$ cat config.mk
export PLATFORM = sky130hd
export DESIGN_NAME = stopwatch_ctrl
export DESIGN_NICKNAME = d
export VERILOG_FILES = /design/src/rtl/stopwatch_ctrl.sv
export SDC_FILE = /design/constraint.sdc
export NUM_CORES = 1
export LEC_CHECK = 0
export CORE_ASPECT_RATIO = 0.8
export CORE_MARGIN = 2
export CORE_UTILIZATION = 45
export CTS_CLUSTER_SIZE = 10
export DETAILED_ROUTE_END_ITERATION = 8
export PLACE_DENSITY = 0.72
export SYNTH_ARGS = -nofsm -noshare
export SYNTH_HDL_FRONTEND = slang
export SYNTH_HIERARCHICAL = 1
export SYNTH_SLANG_ARGS = --single-unit
$ cat constraint.sdc
create_clock -name clk_50m -period 6.1 [get_ports clk_50m]
set_clock_uncertainty 0.1 [all_clocks]
set_input_delay 0.915 -clock clk_50m [delete_from_list [all_inputs] [get_ports clk_50m]]
set_output_delay 0.915 -clock clk_50m [all_outputs]
set_load 0.01 [all_outputs]
$ cat src/rtl/stopwatch_ctrl.sv
// Stopwatch control front-end: key synchronizers/debouncers and start/stop/lap/clear FSM.
// Optional LONG_PRESS_CLR_EN: holding lap/reset for LONG_PRESS_MS forces a clear to IDLE.

// Single-key synchronizer + debouncer with a registered one-cycle press pulse.
module stopwatch_debounce #(
  parameter int unsigned DB_CYC = 3
) (
  input  logic clk,
  input  logic rst,
  input  logic key_n,
  output logic level,
  output logic press
);

  localparam int unsigned CW = $clog2(DB_CYC) + 1;
  localparam logic [CW-1:0] CNT_LAST = CW'(DB_CYC - 1);

  logic [1:0]    sync_q;
  logic [CW-1:0] cnt_q;
  logic          level_last_q;

  always_ff @(posedge clk) begin
    if (rst) begin
      sync_q       <= 2'b11;
      cnt_q        <= '0;
      level        <= 1'b1;
      level_last_q <= 1'b1;
      press        <= 1'b0;
    end else begin
      sync_q <= {sync_q[0], key_n};
      // Count consecutive cycles the synchronized level disagrees; the compare
      // against CNT_LAST also keeps the counter from ever running past it.
      if (sync_q[1] == level) begin
        cnt_q <= '0;
      end else if (cnt_q >= CNT_LAST) begin
        level <= sync_q[1];
        cnt_q <= '0;
      end else begin
        cnt_q <= cnt_q + CW'(1);
      end
      level_last_q <= level;
      press        <= level_last_q & ~level;
    end
  end

endmodule

module stopwatch_ctrl #(
  parameter int unsigned CLK_HZ        = 50_000_000,
  parameter int unsigned DEBOUNCE_MS   = 20,
  parameter int unsigned LONG_PRESS_MS = 1000
) (
  input  logic       clk_50m,
  input  logic       rst,
  input  logic       key_ss_n,
  input  logic       key_lr_n,
  output logic       run,
  output logic       clr,
  output logic       freeze,
  output logic [1:0] state
);

  localparam int unsigned DB_CYC = CLK_HZ / 1000 * DEBOUNCE_MS;
  localparam int unsigned LP_CYC = CLK_HZ / 1000 * LONG_PRESS_MS;

  typedef enum logic [1:0] {
    S_IDLE = 2'b00,
    S_RUN  = 2'b01,
    S_STOP = 2'b10,
    S_LAP  = 2'b11
  } state_t;

  state_t state_q;
  logic   ss_level;
  logic   ss_press;
  logic   lr_level;
  logic   lr_press;
  logic   lp_evt;

  stopwatch_debounce #(.DB_CYC(DB_CYC)) u_db_ss (
    .clk   (clk_50m),
    .rst   (rst),
    .key_n (key_ss_n),
    .level (ss_level),
    .press (ss_press)
  );

  stopwatch_debounce #(.DB_CYC(DB_CYC)) u_db_lr (
    .clk   (clk_50m),
    .rst   (rst),
    .key_n (key_lr_n),
    .level (lr_level),
    .press (lr_press)
  );

`ifdef LONG_PRESS_CLR_EN
  localparam int unsigned LW = $clog2(LP_CYC) + 1;
  localparam logic [LW-1:0] LP_LAST = LW'(LP_CYC - 1);
  localparam logic [LW-1:0] LP_MAX  = LW'(LP_CYC);

  logic [LW-1:0] lp_cnt_q;
  logic          unused_level;

  assign unused_level = ss_level;

  // Hold-time counter; parks at LP_MAX so the event fires once per hold.
  always_ff @(posedge clk_50m) begin
    if (rst) begin
      lp_cnt_q <= '0;
      lp_evt   <= 1'b0;
    end else begin
      if (lr_level) begin
        lp_cnt_q <= '0;
      end else if (lp_cnt_q < LP_MAX) begin
        lp_cnt_q <= lp_cnt_q + LW'(1);
      end
      lp_evt <= ~lr_level && (lp_cnt_q == LP_LAST);
    end
  end
`else
  logic unused_level;

  assign unused_level = ^{ss_level, lr_level};
  assign lp_evt       = 1'b0;
`endif

  // Control FSM; run/freeze are re-decoded alongside every state change and
  // clr is refused if it was already high, so it can never stretch.
  always_ff @(posedge clk_50m) begin
    if (rst) begin
      state_q <= S_IDLE;
      run     <= 1'b0;
      freeze  <= 1'b0;
      clr     <= 1'b0;
    end else begin
      clr <= 1'b0;
      if (lp_evt) begin
        state_q <= S_IDLE;
        run     <= 1'b0;
        freeze  <= 1'b0;
        clr     <= ~clr;
      end else if (ss_press) begin
        case (state_q)
          S_RUN, S_LAP: begin
            state_q <= S_STOP;
            run     <= 1'b0;
            freeze  <= 1'b0;
          end
          default: begin
            state_q <= S_RUN;
            run     <= 1'b1;
            freeze  <= 1'b0;
          end
        endcase
      end else if (lr_press) begin
        case (state_q)
          S_IDLE: begin
            clr <= ~clr;
          end
          S_RUN: begin
            state_q <= S_LAP;
            run     <= 1'b1;
            freeze  <= 1'b1;
          end
          S_LAP: begin
            state_q <= S_RUN;
            run     <= 1'b1;
            freeze  <= 1'b0;
          end
          default: begin
            state_q <= S_IDLE;
            run     <= 1'b0;
            freeze  <= 1'b0;
            clr     <= ~clr;
          end
        endcase
      end
    end
  end

  assign state = state_q;

endmodule

; Yosys cells after proc, flatten, opt, wreduce, memory -nomap -nowiden
; Cells that the tools add are included.
[classes]
n_addsub = 2
n_lt_le_gt_ge = 2
n_eq_ne = 5
mux = 9
bitwise = 9
n_reduce_logical = 11
[op_table]
columns = op, count
row1 = "21-bit by 1-bit adder with 21-bit output, second input constant", 2
row2 = "21-bit by 20-bit greater-or-equal comparator with 1-bit output, second input constant", 2
row3 = 2-bit AND reduction, 4
row4 = 1-bit NOT, 7
row5 = 2-bit two-way mux, 3
row6 = 2-bit one-hot mux with 3 select lines, 1
row7 = 3-bit OR reduction, 2
row8 = 5-bit OR reduction, 1
row9 = 1-bit one-hot mux with 2 select lines, 2
row10 = 2-bit OR reduction, 2
row11 = 1-bit two-way mux, 3
row12 = 1-bit bitwise AND, 2
row13 = 1-bit == test, 2
row14 = "2-bit by 1-bit == test with 1-bit output, second input constant", 1
row15 = "2-bit == test, second input constant", 1
row16 = 2-bit zero test, 1
row17 = "2-bit by 1-bit != test with 1-bit output, second input constant", 1
row18 = 2-bit nonzero test, 1
[totals]
regBits = 57
input_bits = 4
word_cells = 52

; Longest topological paths before layout
; Gate-level depths: netlist of the first run.
[depth]
ltp_word = 5
depth_mapped = 8
depth_no_buf = 6

; Hierarchy
; Netlist of the first run, hierarchy kept.
[modules_own_cells]
columns = mod, n_inst, cells_each, area_per_inst_um2, seq_area_each_um2
row1 = stopwatch_debounce, 2, 122, 1103.6, 520.5
row2 = stopwatch_ctrl, 1, 17, 151.4, 80.1

; Least setup slack after synthesis of the first run
; No wires, ideal clock.
[synth_timing]
kind = register -> register
from = register u_db_lr.cnt_q[12]
to = register u_db_lr.cnt_q[12]
setup_ns = 0.065
arrival_time_ns = 1.823
required_time_ns = 5.935
path_slack_ns = 4.112
path_stages_with_launch = 8
path_buffers = 2
synth_period_minus_slack_ns = 1.988
path_cell_list = dfxtp_1 -> or3_4 -> or4_4 -> o311ai_2 -> nand2b_1 -> buf_6 -> buf_6 -> nor2_1
[synth_between]
elab_chain_cells = 2
word_cells_on_any_way = 3
classes_between = 1 x add/sub / 1 x order compare / 1 x reduce/logical
[synth_lines]
columns = item, line_no
row1 = "start, declared", 19  ; logic [CW-1:0] cnt_q;
row2 = "start signal, assigned", 39  ; cnt_q <= cnt_q + CW'(1);
row3 = 21-bit by 20-bit greater-or-equal comparator with 1-bit output, 35  ; end else if (cnt_q >= CNT_LAST) begin
row4 = 3-bit OR reduction (no source line), --
; Several ways; a longest one is shown, not always the timed one.
; A chain may end at the register's enable or synchronous reset.

; Final worst setup path of the first run
[layout_timing]
from = input port rst
to = register u_db_lr.cnt_q[9]
[layout_between]
elab_chain_cells = 1
[layout_lines]
columns = item, line_no
row1 = "start, declared", 54  ; input logic rst,
row2 = 3-bit OR reduction (no source line), --
; Every way passes these cells.

==> results of run 1 <==
## power breakdown
group	internal [mW]	leakage [nW]	switching, mW
Sequential	0.368	0.453	0.00142
Clock	0.0783	0.0410	0.106
Combinational	0.00476	0.323	0.00494
## how the worst max path moves through the flow
stage,start,endpoint,slack (ns),cells after the start
after floorplan,u_db_lr/cnt_q[12],u_db_lr/cnt_q[12],4.11,7
after global placement,rst,u_db_lr/cnt_q[19],3.21,4
after detailed placement,rst,u_db_lr/cnt_q[9],3.16,4
after CTS,rst,u_db_lr/cnt_q[9],3.47,4
after global routing,rst,u_db_lr/cnt_q[6],3.35,4
final,rst,u_db_lr/cnt_q[9],3.51,4
## cell usage in the layout (no fill, tap or decap), types with 3 or more instances in the layout
cell type,count
inv_1,6
nand3_1,20
o21ai_0,3
a21oi_1,6
dfxtp_1,56
nand2b_1,4
nand2_1,10
xnor2_1,15
nor4_1,6
nand4_1,8
xor2_1,22
and3_1,6
or2_2,8
nor3_1,3
clkdlybuf4s50_1,8
clkbuf_8,5
nor2_1,59
## cells by family (layout without fill, tap and decap cells)
logic type	count (synthesis)	count (layout)	synth area share (%)
AOI/OAI and AO/OA	20	20	6.37
other	2	2	0.318
adders and majority gates	2	2	1.06
xor gates and xnor gates	37	37	13.7
buffers and inverters	11	21	3.18
and+or+nand+nor	133	133	27.8
DFF	56	56	47.5
## stage by stage
| step | hold WS [ns] | total power [mW] | cell area, um^2 |
|---|---|---|---|
| after floorplan | 0.289 | 0.384 | 2360 |
| after global placement | 0.291 | 0.388 | 2460 |
| after detailed placement | 0.295 | 0.388 | 2460 |
| after CTS | 0.317 | 0.573 | 2540 |
| after global routing | 0.330 | 0.586 | 2540 |
| final | 0.315 | 0.563 | 2540 |
## flip-flops by register name, indices dropped and copies added (netlist names), 2 cells and up
register / cells
u_db_lr/cnt_q: 21
u_db_lr/sync_q: 2
u_db_ss/cnt_q: 21
u_db_ss/sync_q: 2
## area by class of cell
type	instances	area [um^2]
repair buffers	8	80.1
clock buffers	6	72.6
inverters	6	22.5
flip-flops and latches	56	1120
fillers	468	2490
clock inverters	1	5.00
well taps	62	77.6
multi-input cells	194	1160
## per-layer routing
layer / global-route usage (%) / wire [um] / vias to the layer above
met5: 0 / 0 / -
met4: 4.96 / 3 / 0
met3: 3.21 / 107 / 2
met2: 21.6 / 1570 / 24
met1: 19.2 / 2100 / 756
li1: - / - / 899
## worst max-delay path: stages
cell and delay [ns]:
clkdlybuf4s50_1 0.61, or3_1 0.46, nand2b_1 0.47, nor2_1 0.25
==> impl_results.md, run 1 <==
* Initial Utilization at 46.8%
* Pin count of the biggest net entering global routing at 20
* Port bufs at 8
* Worst slew pin tran at 0.863 ns
* Nature of the critical path startpoint: input port
* GPL Wtd Cong at 0.765
* Status: completed
* Diode count at 0
* Cell count after synthesis at about 260
* Slew Viols, Final at 0
* Final setup violation count at 0
* Setup bufs post-CTS at 0
* Layout area overhead at 7.75%
* R2r startpoint: u_db_lr/cnt_q[12]
* Post-synth ARST share at 0%
* Routed WL at about 3800 um
* Final WS setup at 3.51 ns
* Rows at 23
* Register area share after synthesis at 47.5%
* R2R Setup Slk at around 3.8 ns
* Initial antenna violation count at 0
* Setup CP Type: in2reg
* Maximum VDD drop at 0.000131 V
* CP Data Required Time at 6.22 ns
* Clk_lat worst skew at between 0.2 and 0.3 ns
* DRC viols at 0
* IO Count at 9
* Pleak at approximately 0.82 nW
* Max Fanout on Critical Path at 19
* Post-CTS sizing at 0
* Core Area at between 5000 and 6000 um^2
* Share of the synthesized area in the top cell type at between 40 and 50%
* Hold Startpoint: u_db_ss/sync_q[0]
* Top-count cell post-synth: nor2_1
* Synth cell count leaders: 59 x nor2_1, 56 x dfxtp_1, 22 x xor2_1, 20 x nand3_1, 15 x xnor2_1
* Post-DR vias/cell at 5.05
* Worst Hold Path EP: u_db_ss/sync_q[1]
* Tcrit/Tclk final at 42.4%
* Warnings, synthesis at 6
* Hold_buf cts at 0
* Vias in the first global route at 1476
* Post-detailed-route count of antenna-violating nets at 0
* Vert. Die Dim at 68.8 um
* EDFF count, synth at 0
* Finished Layout Cells at 333
* Fin crit period at approximately 2.6 ns
* Via Count at 1681
* Area leader, netlist: dfxtp_1
* Nets@finish at 277
* WL per Instance at 11.3 um
* Top cells by area, synth: dfxtp_1 48%, nor2_1 9.4%, xor2_1 8.2%
* Cell count after placement at ~330
* Num Clock Sinks at 56
* Clock-pin transition on the worst setup and hold timing paths at ~0.090 ns
* Total grt overflow at 0
* Synth Cell Area at 2360 um^2
* Root Buffer: clkbuf_8
* DIE AREA at 5840 um^2
* Total CTS buffers at 5
* HP Class: reg2reg
* Yosys reg bits at 56
* Core Util, Final at 50.5%
* Worst hold path depth at 1
* Peak Freq at around 390 MHz
* Depth of the most critical reg-to-reg path at 5
* Mean Syn Cell Area at 9.04 um^2
* Global-route wire length before repair at between 6000 and 7000 um
* Maximum clock path buffer count at 2
* Top_reg_cell synth: dfxtp_1
* Initial drt markers at 80
* Synth cell types at 30
* Worst R2R End: u_db_lr/cnt_q[9]
* Place WS at 3.16 ns
* Fraction of layout cells with a size suffix above 1 at 7.38%
* DP HPWL at 2710 um
* DRT Pass-1 Iters at 4
* WP data arrival at roughly 2.7 ns
* H-tree levels at 2
* RSZ-0062 raised after global routing: false
* Die X at 84.9 um
* Setup TNS at 0 ns
* Syn_nets at 267
* Tot GR Track Use at roughly 14%
* CP endpoint kind: register
* Max-cap violations at 0
* Power Density at around 220 nW/um^2
* CTS tree: built
* Final Hold Violating Endpoints at 0
* Rel. slew slack at 41.9%
(Power assumes the default switching activity.)
==> run 2, diff against run 1 <==
clock period = 2.5 ns   (was 6.1 ns; I/O delays follow)
==> impl_results.md, run 2 (same netlist as run 1, synthesis figures left out) <==
* DRC viols at 0 (unchanged)
* Commonest cells after routing, fill and taps aside: 59 x nor2_1, 56 x dfxtp_1, 22 x xor2_1
* H-tree levels at 2 (unchanged)
* Fraction of layout cells with a size suffix above 1 at 10.4% (+3.0 points)
* Initial drt markers at 67 (-16%)
* Layout area overhead at 12.0%
* WP data arrival at 2.23 ns (-0.48 ns)
* Biggest regs: u_db_lr/cnt_q x21, u_db_ss/cnt_q x21
* Pleak at 0.874 nW (+7.0%)
* Maximum VDD drop at 0.000468 V (+260%)
* IO Count at 9 (unchanged)
* Post-DR vias/cell at 5.11 (+1.3%)
* Diode count at 0 (unchanged)
* CTS tree: built
* CP endpoint kind: register
* Nets@finish at 284 (+2.5%)
* Vias in the first global route at 1474 (-0.14%)
* Num Clock Sinks at 56 (unchanged)
* Routed WL at 3920 um (+3.8%)
* Clock-pin transition on the worst setup and hold timing paths at 0.09 ns (about the same)
* Port bufs at 8 (unchanged)
* Status: completed
* Post-CTS sizing at 0 (unchanged)
* Sequential standard cell area at 1120 um^2 (unchanged)
* DRT Pass-1 Iters at 5 (+1)
* Total CTS buffers at 5 (unchanged)
* Initial antenna violation count at 0 (unchanged)
* DIE AREA at 5840 um^2 (unchanged)
* Pin count of the biggest net entering global routing at 20 (unchanged)
* Die X at 84.9 um (unchanged)
* GPL Wtd Cong at 0.729 (-4.7%)
* Rows at 23 (unchanged)
* Vert. Die Dim at 68.8 um (unchanged)
* Tot GR Track Use at 14.5% (+0.52 points)
* Global-route wire length before repair at 6670 um (+1.9%)
* Setup TNS at 0 ns (unchanged)
* Max-cap violations at 0 (unchanged)
* Slew Viols, Final at 0 (unchanged)
* Fin crit period at 2.09 ns
* Core Area at 5040 um^2 (unchanged)
* Core Util, Final at 52.5% (+2.0 points)
* Commonest non-fill, non-tap cell in the layout: nor2_1
* Max Fanout on Critical Path at 19 (unchanged)
* Maximum clock path buffer count at 2 (unchanged)
* Final setup violation count at 0 (unchanged)
* Post-detailed-route count of antenna-violating nets at 0 (unchanged)
* Peak Freq at between 400 and 500 MHz
* Nature of the critical path startpoint: register
* Setup CP Type: reg2reg
* Area of the multi-input gates at 1160 um^2 (unchanged)
* Tcrit/Tclk final at a little over four fifths
* Initial Utilization at 46.8% (unchanged)
* Rel. slew slack at 57.0% (+15 points)
* Filler cells at 444 (-5.1%)
* Via Count at 1744 (+3.7%)
* Worst slew pin tran at 0.638 ns (-0.225 ns)
* Power Density at 589 nW/um^2 (+170%)
* WL per Instance at 11.5 um (+1.4%)
* CP Data Required Time at 2.64 ns (-3.58 ns)
* RSZ-0062 raised after global routing: false
* Total grt overflow at 0 (unchanged)
* Hold_buf cts at 0 (unchanged)
* HP Class: reg2reg
* Setup bufs post-CTS at 0 (unchanged)
* Root Buffer: clkbuf_8
* Worst hold slack at 0.315 ns (+0.000738 ns)
* Clk_lat worst skew at 0.30 ns (about the same)
* Final Hold Violating Endpoints at 0 (unchanged)
* DP HPWL at 2720 um (+0.48%)
run 2: changes by cell type in the layout (fill, tap and decap cells not counted):
cell	previous run	this run
clkbuf_8	5	7
clkbuf_1	1	0
clkinv_2	1	0
bufinv_16	0	1
buf_4	0	7
run 2: per-stage QoR:
stage | setup slack (ns) | cell area, um^2 | power (mW) | cells
2_1_floorplan | 0.512 | 2360 | 0.938 | 261
3_3_place_gp | 0.489 | 2520 | 0.950 | 333
3_5_place_dp | 0.433 | 2520 | 0.950 | 333
4_1_cts | 0.402 | 2640 | 1.57 | 341
5_1_grt | 0.288 | 2640 | 1.61 | 341
6_report | 0.410 | 2640 | 1.56 | 341
run 2: final cells by class:
cell class                      instances  area share [%]
Tap cell                               62            2.94
Multi-Input combinational cell        194            44.0
Clock buffer                            7            3.65
Clock inverter                          1            1.14
Timing Repair Buffer                   15            5.02
Sequential cell                        56            42.4
Inverter                                6           0.852
run 2: critical path, cell delays in order (launching register included):
cell      delay, ns
dfxtp_1        0.38
or3_4          0.41
or4_4          0.43
o311ai_2       0.27
nand2b_1       0.10
buf_4          0.21
nor2_1         0.13
run 2: worst paths after layout:
| path | start | end | slack [ns] | depth (start not counted) |
|---|---|---|---|---|
| setup / recovery | u_db_lr/cnt_q[12] | u_db_lr/cnt_q[16] | 0.41 | 6 |
| hold / removal | u_db_ss/level_last_q | u_db_ss/press | 0.32 | 2 |
| hold reg to reg | u_db_ss/level_last_q | u_db_ss/press | 0.32 | 2 |
| setup reg to reg | u_db_lr/cnt_q[12] | u_db_lr/cnt_q[16] | 0.41 | 6 |
run 2: per-layer routing:
metal	routed length, um	GRT usage [%]	share of wire, %	vias up
li1	-	-	-	918
met2	1550	21.3	39	20
met4	61	6.55	1.6	0
met3	118	3.57	3.0	4
met5	0	0	0	-
met1	2200	20.1	56	802
run 2: power by group:
group / leakage (nW) / total (mW) / switching (mW) / internal [mW]
Combinational: 0.357 / 0.0277 / 0.0138 / 0.0139
Clock: 0.0645 / 0.628 / 0.274 / 0.354
Sequential: 0.453 / 0.902 / 0.00378 / 0.898
Total: 0.874 / 1.56 / 0.292 / 1.27
